===== src/rtl/des_crc_rx_pkg.sv =====
// Shared frame constants and receiver state encoding for the payload+CRC serial link.
// The transmit-side CRC and serializer use the same values.
package des_crc_rx_pkg;

   localparam int              PAYLOAD_W = 32;
   localparam int              CRC_W     = 16;
   localparam int              CNT_W     = 6;
   localparam logic [CRC_W-1:0] CRC_POLY = 16'h1021;
   localparam logic [CRC_W-1:0] CRC_INIT = 16'hFFFF;

   typedef enum logic [1:0] {
      IDLE    = 2'd0,
      PAYLOAD = 2'd1,
      CRC     = 2'd2,
      DONE    = 2'd3
   } rx_state_t;

endpackage


===== src/rtl/des_crc_rx_crc16_lfsr_step.sv =====
// One serial step of the MSB-first CRC-16 LFSR (implicit x^16, no reflection).
// Combinational, zero latency; no flow control.
module crc16_lfsr_step
   import des_crc_rx_pkg::*;
(
   input  logic [CRC_W-1:0] lfsr_in,
   input  logic             din,
   input  logic [CRC_W-1:0] poly,
   output logic [CRC_W-1:0] lfsr_out
);

   logic fb;

   assign fb       = lfsr_in[CRC_W-1] ^ din;
   assign lfsr_out = {lfsr_in[CRC_W-2:0], 1'b0} ^ (fb ? poly : '0);

endmodule


===== src/rtl/des_crc_rx.sv =====
// Serial frame receiver: reassembles payload + CRC and checks the recomputed CRC.
// data_valid one clk after the last bit is sampled; no backpressure, serial_valid gaps stall.
module des_crc_rx
   import des_crc_rx_pkg::*;
(
   input  logic                 clk,
   input  logic                 rstn,
   input  logic                 mode,
   input  logic                 frame_start,
   input  logic                 serial_valid,
   input  logic                 serial_in,
   output logic [PAYLOAD_W-1:0] data_out,
   output logic [CRC_W-1:0]     crc_rx,
   output logic [CRC_W-1:0]     crc_calc,
   output logic                 data_valid,
   output logic                 crc_err,
   output logic                 busy
);

   rx_state_t            state;
   logic [CNT_W-1:0]     cnt;
   logic [PAYLOAD_W-1:0] pay_sr;
   logic [CRC_W-1:0]     crc_sr;
   logic [CRC_W-1:0]     lfsr;
   logic                 mode_q;

   logic                 start_vld;
   logic [PAYLOAD_W-1:0] pay_nxt;
   logic [CRC_W-1:0]     crc_nxt;
   logic [CRC_W-1:0]     lfsr_seed;
   logic [CRC_W-1:0]     lfsr_nxt;

   // A qualified frame_start restarts from any state, so the step always sees the seed then.
   assign start_vld = frame_start & serial_valid;
   assign pay_nxt   = {pay_sr[PAYLOAD_W-2:0], serial_in};
   assign crc_nxt   = {crc_sr[CRC_W-2:0], serial_in};
   assign lfsr_seed = start_vld ? CRC_INIT : lfsr;

   crc16_lfsr_step u_lfsr_step (
      .lfsr_in  (lfsr_seed),
      .din      (serial_in),
      .poly     (CRC_POLY),
      .lfsr_out (lfsr_nxt)
   );

   // Results are registered on the edge that takes the last bit so they are visible during DONE.
   always_ff @(posedge clk or negedge rstn) begin
      if (!rstn) begin
         state      <= IDLE;
         cnt        <= '0;
         pay_sr     <= '0;
         crc_sr     <= '0;
         lfsr       <= CRC_INIT;
         mode_q     <= 1'b0;
         data_out   <= '0;
         crc_rx     <= '0;
         crc_calc   <= '0;
         data_valid <= 1'b0;
         crc_err    <= 1'b0;
         busy       <= 1'b0;
      end else begin
         data_valid <= 1'b0;
         if (start_vld) begin
            pay_sr <= pay_nxt;
            lfsr   <= lfsr_nxt;
            mode_q <= mode;
            cnt    <= CNT_W'(1);
            state  <= PAYLOAD;
            busy   <= 1'b1;
         end else begin
            case (state)
               IDLE: begin
                  busy <= 1'b0;
               end
               PAYLOAD: begin
                  if (serial_valid) begin
                     pay_sr <= pay_nxt;
                     lfsr   <= lfsr_nxt;
                     if (cnt == CNT_W'(PAYLOAD_W - 1)) begin
                        cnt <= '0;
                        if (mode_q) begin
                           state <= CRC;
                        end else begin
                           data_out   <= pay_nxt;
                           crc_rx     <= '0;
                           crc_calc   <= lfsr_nxt;
                           crc_err    <= 1'b0;
                           data_valid <= 1'b1;
                           state      <= DONE;
                        end
                     end else begin
                        cnt <= cnt + 1'b1;
                     end
                  end
               end
               CRC: begin
                  if (serial_valid) begin
                     crc_sr <= crc_nxt;
                     if (cnt == CNT_W'(CRC_W - 1)) begin
                        cnt        <= '0;
                        data_out   <= pay_sr;
                        crc_rx     <= crc_nxt;
                        crc_calc   <= lfsr;
                        crc_err    <= (crc_nxt != lfsr);
                        data_valid <= 1'b1;
                        state      <= DONE;
                     end else begin
                        cnt <= cnt + 1'b1;
                     end
                  end
               end
               DONE: begin
                  state <= IDLE;
                  busy  <= 1'b0;
               end
               default: begin
                  state <= IDLE;
                  busy  <= 1'b0;
               end
            endcase
         end
      end
   end

endmodule


===== config.mk =====
export PLATFORM = sky130hd
export DESIGN_NAME = des_crc_rx
export DESIGN_NICKNAME = d
export VERILOG_FILES = /design/src/rtl/des_crc_rx_pkg.sv /design/src/rtl/des_crc_rx_crc16_lfsr_step.sv /design/src/rtl/des_crc_rx.sv
export SDC_FILE = /design/constraint.sdc
export NUM_CORES = 1
export LEC_CHECK = 0
export ABC_AREA = 1
export CORE_UTILIZATION = 30
export CTS_CLUSTER_DIAMETER = 150
export CTS_CLUSTER_SIZE = 14
export DETAILED_ROUTE_END_ITERATION = 10
export GPL_ROUTABILITY_DRIVEN = 0
export GPL_TIMING_DRIVEN = 0
export PLACE_DENSITY = 0.46
export SLEW_MARGIN = 20
export SYNTH_ARGS = -nofsm -noshare
export SYNTH_HDL_FRONTEND = slang
export SYNTH_SLANG_ARGS = --single-unit

===== constraint.sdc =====
create_clock -name clk -period 2 [get_ports clk]
set_input_delay 0.4 -clock clk [delete_from_list [all_inputs] [get_ports clk]]
set_output_delay 0.4 -clock clk [all_outputs]
set_load 0.05 [all_outputs]

==> out/metrics.csv <==
stage;metric;value;unit
critical_path;Worst path slowest cell;clkdlybuf4s50_1;
timing;post-route minimum period;1.949;ns
synthesis;Mapped Nets;765;
clock_tree;Root Driver;clkbuf_16;
die;Chip Width;147.3;um
synthesis;Main synth FF type;dfrtp_1;
clock_tree;CTS tree;done;
synthesis;register bit total from synthesis;139;
die;die area;21690;um2
cells_and_area;Syn-to-layout area delta;27.54;%
run_status;status;completed;
critical_path;FF-to-FF setup slack;0.16;ns
placement;I/O Buffers;72;
routing;DRT iter0 DRCs;267;
critical_path;Worst Setup End Kind;output port;
critical_path;CP delay by family, top;buffers and inverters;
pwr;Power Dens Cells;1639;nW/um2
placement;post-placement cell count;1098;
routing;wire per inst;13.87;um
die;Die Y;147.3;um
critical_path;WS Path Type;reg2out;
timing;Hold Fails Final Rpt;0;
critical_path;R2R cell count;10;
die;Top-Level Pins;73;
cells_and_area;Fill cells;2122;
cells_and_area;layout cells sized above 1;0.1065;
timing;Slew Limit Fails;0;
routing;vias per inst;4.441;
timing;Worst Clk Skew;0.007586;ns
critical_path;reg2reg start;state[0];
critical_path;required time of the critical path;1.60;ns
critical_path;Bufs and invs on worst path;1;
critical_path;CP endpoint;crc_calc[12];
timing;Rel. slew slack;0.6478;
timing;Worst-Margin Slew;0.5283;ns
clock_tree;Clock Sinks;139;
synthesis;asr flop ratio synth;1.000;
cells_and_area;Finished Cell Area;8077;um2
die;Initial Util;0.3090;
critical_path;Cell Chain, Critical Path;clkdlybuf4s50_1;
critical_path;Critical Path AT;1.55;ns
timing;RSZ-0062 raised after global routing;no;
synthesis;Mapped Cells;755;
timing;FMAX;0.5131;GHz
critical_path;Critical Path Stages;1;
die;core area;20490;um2
synthesis;post-synth top area share;0.4861;
synthesis;sequential share of the synthesized area;0.5525;
placement;final HPWL from detailed placement;11100;um
cells_and_area;nets;861;
routing;Detail Route Antenna Nets;0;
synthesis;synth unique cells;26;
synthesis;top-count cell post-synth;nand2_1;
synthesis;Synth area leaders;dfrtp_1, nand2_1, dfstp_2;
clock_tree;CTS buffer count;17;
flow_run;Max-cap violations;0;
cells_and_area;final core occ;0.3941;
synthesis;synth cell count leaders;nand2_1, dfrtp_1, o21ai_0, inv_1, o21ai_1;
cells_and_area;final non-filler cell total;1134;
synthesis;leading area contributor after synthesis;dfrtp_1;
global_route;total track usage;0.1581;
critical_path;RR Endpoint;data_out[30];
global_route;grt total ovfl;0;
global_route;vias in the first global route;5032;
synthesis;synthesized area;6332;um2
clock_tree;Clock Tree Buf Depth;2;
global_route;pin count of the biggest net entering global routing;84;
pwr;leakage power;0.004517;uW
timing;number of setup violations in the final report;0;
critical_path;critical path fanouts, max;2;
pwr;Worst VDD drop;0.0006142;V
clock_tree;CTS H-tree lvls;4;
global_route;initial antenna violation count;0;
timing;setup TNS;0;ns
min_path;Hold Path Class;reg2reg;
die;Rows;52;
global_route;first-pass GRT wire length;26680;um
routing;Vias;5036;
routing;Residual DRC;0;
routing;Pre-Repair DR Iteration Count;4;
routing;WL final;15730;um
critical_path;crit path launch;crc_calc[12];
clock_tree;clock-pin slew on the worst setup and hold paths;0.06;ns
placement;placed inst area;7423;um2
synthesis;Post-synth EDFFs;0;
critical_path;Setup crit start kind;flop;
critical_path;Max stage delay on crit path;0.80;ns
cells_and_area;antenna fix cells;0;
timing;fin crit share;0.9744;
synthesis;Avg Cell Area, Syn;8.387;um2
synthesis;Ys Warns;0;
clock_tree;Worst-Skew Late Latency;0.42;ns
==> per-stage QoR <==
step | hold WS, ns | setup slack [ns] | power, uW
global placement | 0.4630 | -5.458 | 10580
finish | 0.4717 | 0.05116 | 13240
floorplan | 0.1044 | 0.3667 | 8609
CTS | 0.4846 | 0.00003419 | 13380
global route | 0.4978 | 0.001147 | 14250
detailed placement | 0.3615 | -0.3257 | 10580
==> registers in the layout, indices dropped and copies added, names as in the netlist <==
register	count
pay_sr	32
data_out	32
state	2
busy	1
mode_q	1
crc_calc	16
crc_rx	16
cnt	6
crc_err	1
data_valid	1
lfsr	16
crc_sr	15
==> what timing repair did <==
action                                  in CTS  in global routing
endpoints found under the setup margin      38                153
hold buffers                                 1                  0
setup buffers                                0                  3
pin swaps                                    0                  1
cloned                                       0                  0
resized for setup                           29                 53
endpoints found under the hold margin       50                  0
==> cell families after synthesis <==
| group | Yosys count | synth area share |
|---|---|---|
| flops | 139 | 0.5525 |
| compound gates | 118 | 0.09998 |
| simple gates | 378 | 0.2316 |
| buf+inv | 88 | 0.06382 |
| mux | 28 | 0.04426 |
| fa+ha+maj | 4 | 0.007904 |
==> metal layers <==
metal	GRT usage	share of wire	vias to the layer above
li1	-	-	2585
met1	0.2160	0.49	2372
met2	0.2524	0.47	69
met3	0.03509	0.033	10
met4	0.04175	0.0091	0
met5	0	0	-
==> layout make-up <==
type,instances,area [um2],area share
sequential,139,3500,0.4333
multi-input combinational,528,2440,0.3021
timing repair buffer,77,835.8,0.1035
clock buffer,17,425.4,0.05267
tap,270,337.8,0.04183
buffer,35,224.0,0.02773
inverter,53,198.9,0.02463
clock inverter,15,115.1,0.01425
==> layout by cell type, fill, tap and decap left out, types with 2 or more instances in the layout <==
| cell | Yosys | final |
|---|---|---|
| o21ai_2 | 8 | 7 |
| inv_1 | 52 | 50 |
| dfrtp_1 | 123 | 122 |
| o21ai_0 | 68 | 67 |
| buf_6 | 9 | 8 |
| dfstp_2 | 16 | 16 |
| nor2_1 | 23 | 23 |
| clkinv_2 | 0 | 3 |
| dlygate4sd2_1 | 0 | 28 |
| clkbuf_2 | 0 | 6 |
| a21oi_1 | 6 | 6 |
| ha_1 | 4 | 3 |
| buf_4 | 0 | 3 |
| inv_2 | 1 | 3 |
| clkinv_4 | 0 | 4 |
| nand2_1 | 338 | 338 |
| buf_2 | 5 | 4 |
| clkbuf_1 | 20 | 14 |
| inv_6 | 0 | 4 |
| mux2i_1 | 28 | 28 |
| nand3_1 | 11 | 11 |
| nand2_2 | 2 | 2 |
| a31oi_1 | 2 | 2 |
| clkbuf_16 | 0 | 17 |
| dlymetal6s2s_1 | 0 | 34 |
| o21ai_1 | 31 | 32 |
| clkinvlp_4 | 0 | 4 |
| clkdlybuf4s50_1 | 0 | 9 |
==> worst min path at each step <==
stage               slack (ns)  startpoint  depth (start not counted)         end
floorplan                 0.10        rstn                          0        busy
global placement          0.46  crc_rx[12]                          2  crc_rx[12]
detailed placement        0.36        rstn                          1  crc_rx[11]
CTS                       0.48   crc_rx[6]                          2   crc_rx[6]
global route              0.50   crc_rx[3]                          2   crc_rx[3]
finish                    0.47   crc_rx[9]                          2   crc_rx[9]
==> where the power goes <==
part	leakage (uW)	internal, uW	total (uW)	switching (uW)
clock network	0.000256	1600	2870	1270
logic	0.00244	1900	5920	4030
registers	0.00182	3800	4440	643
total	0.00452	7300	13200	5940
Power figures use the tool's default switching activity.
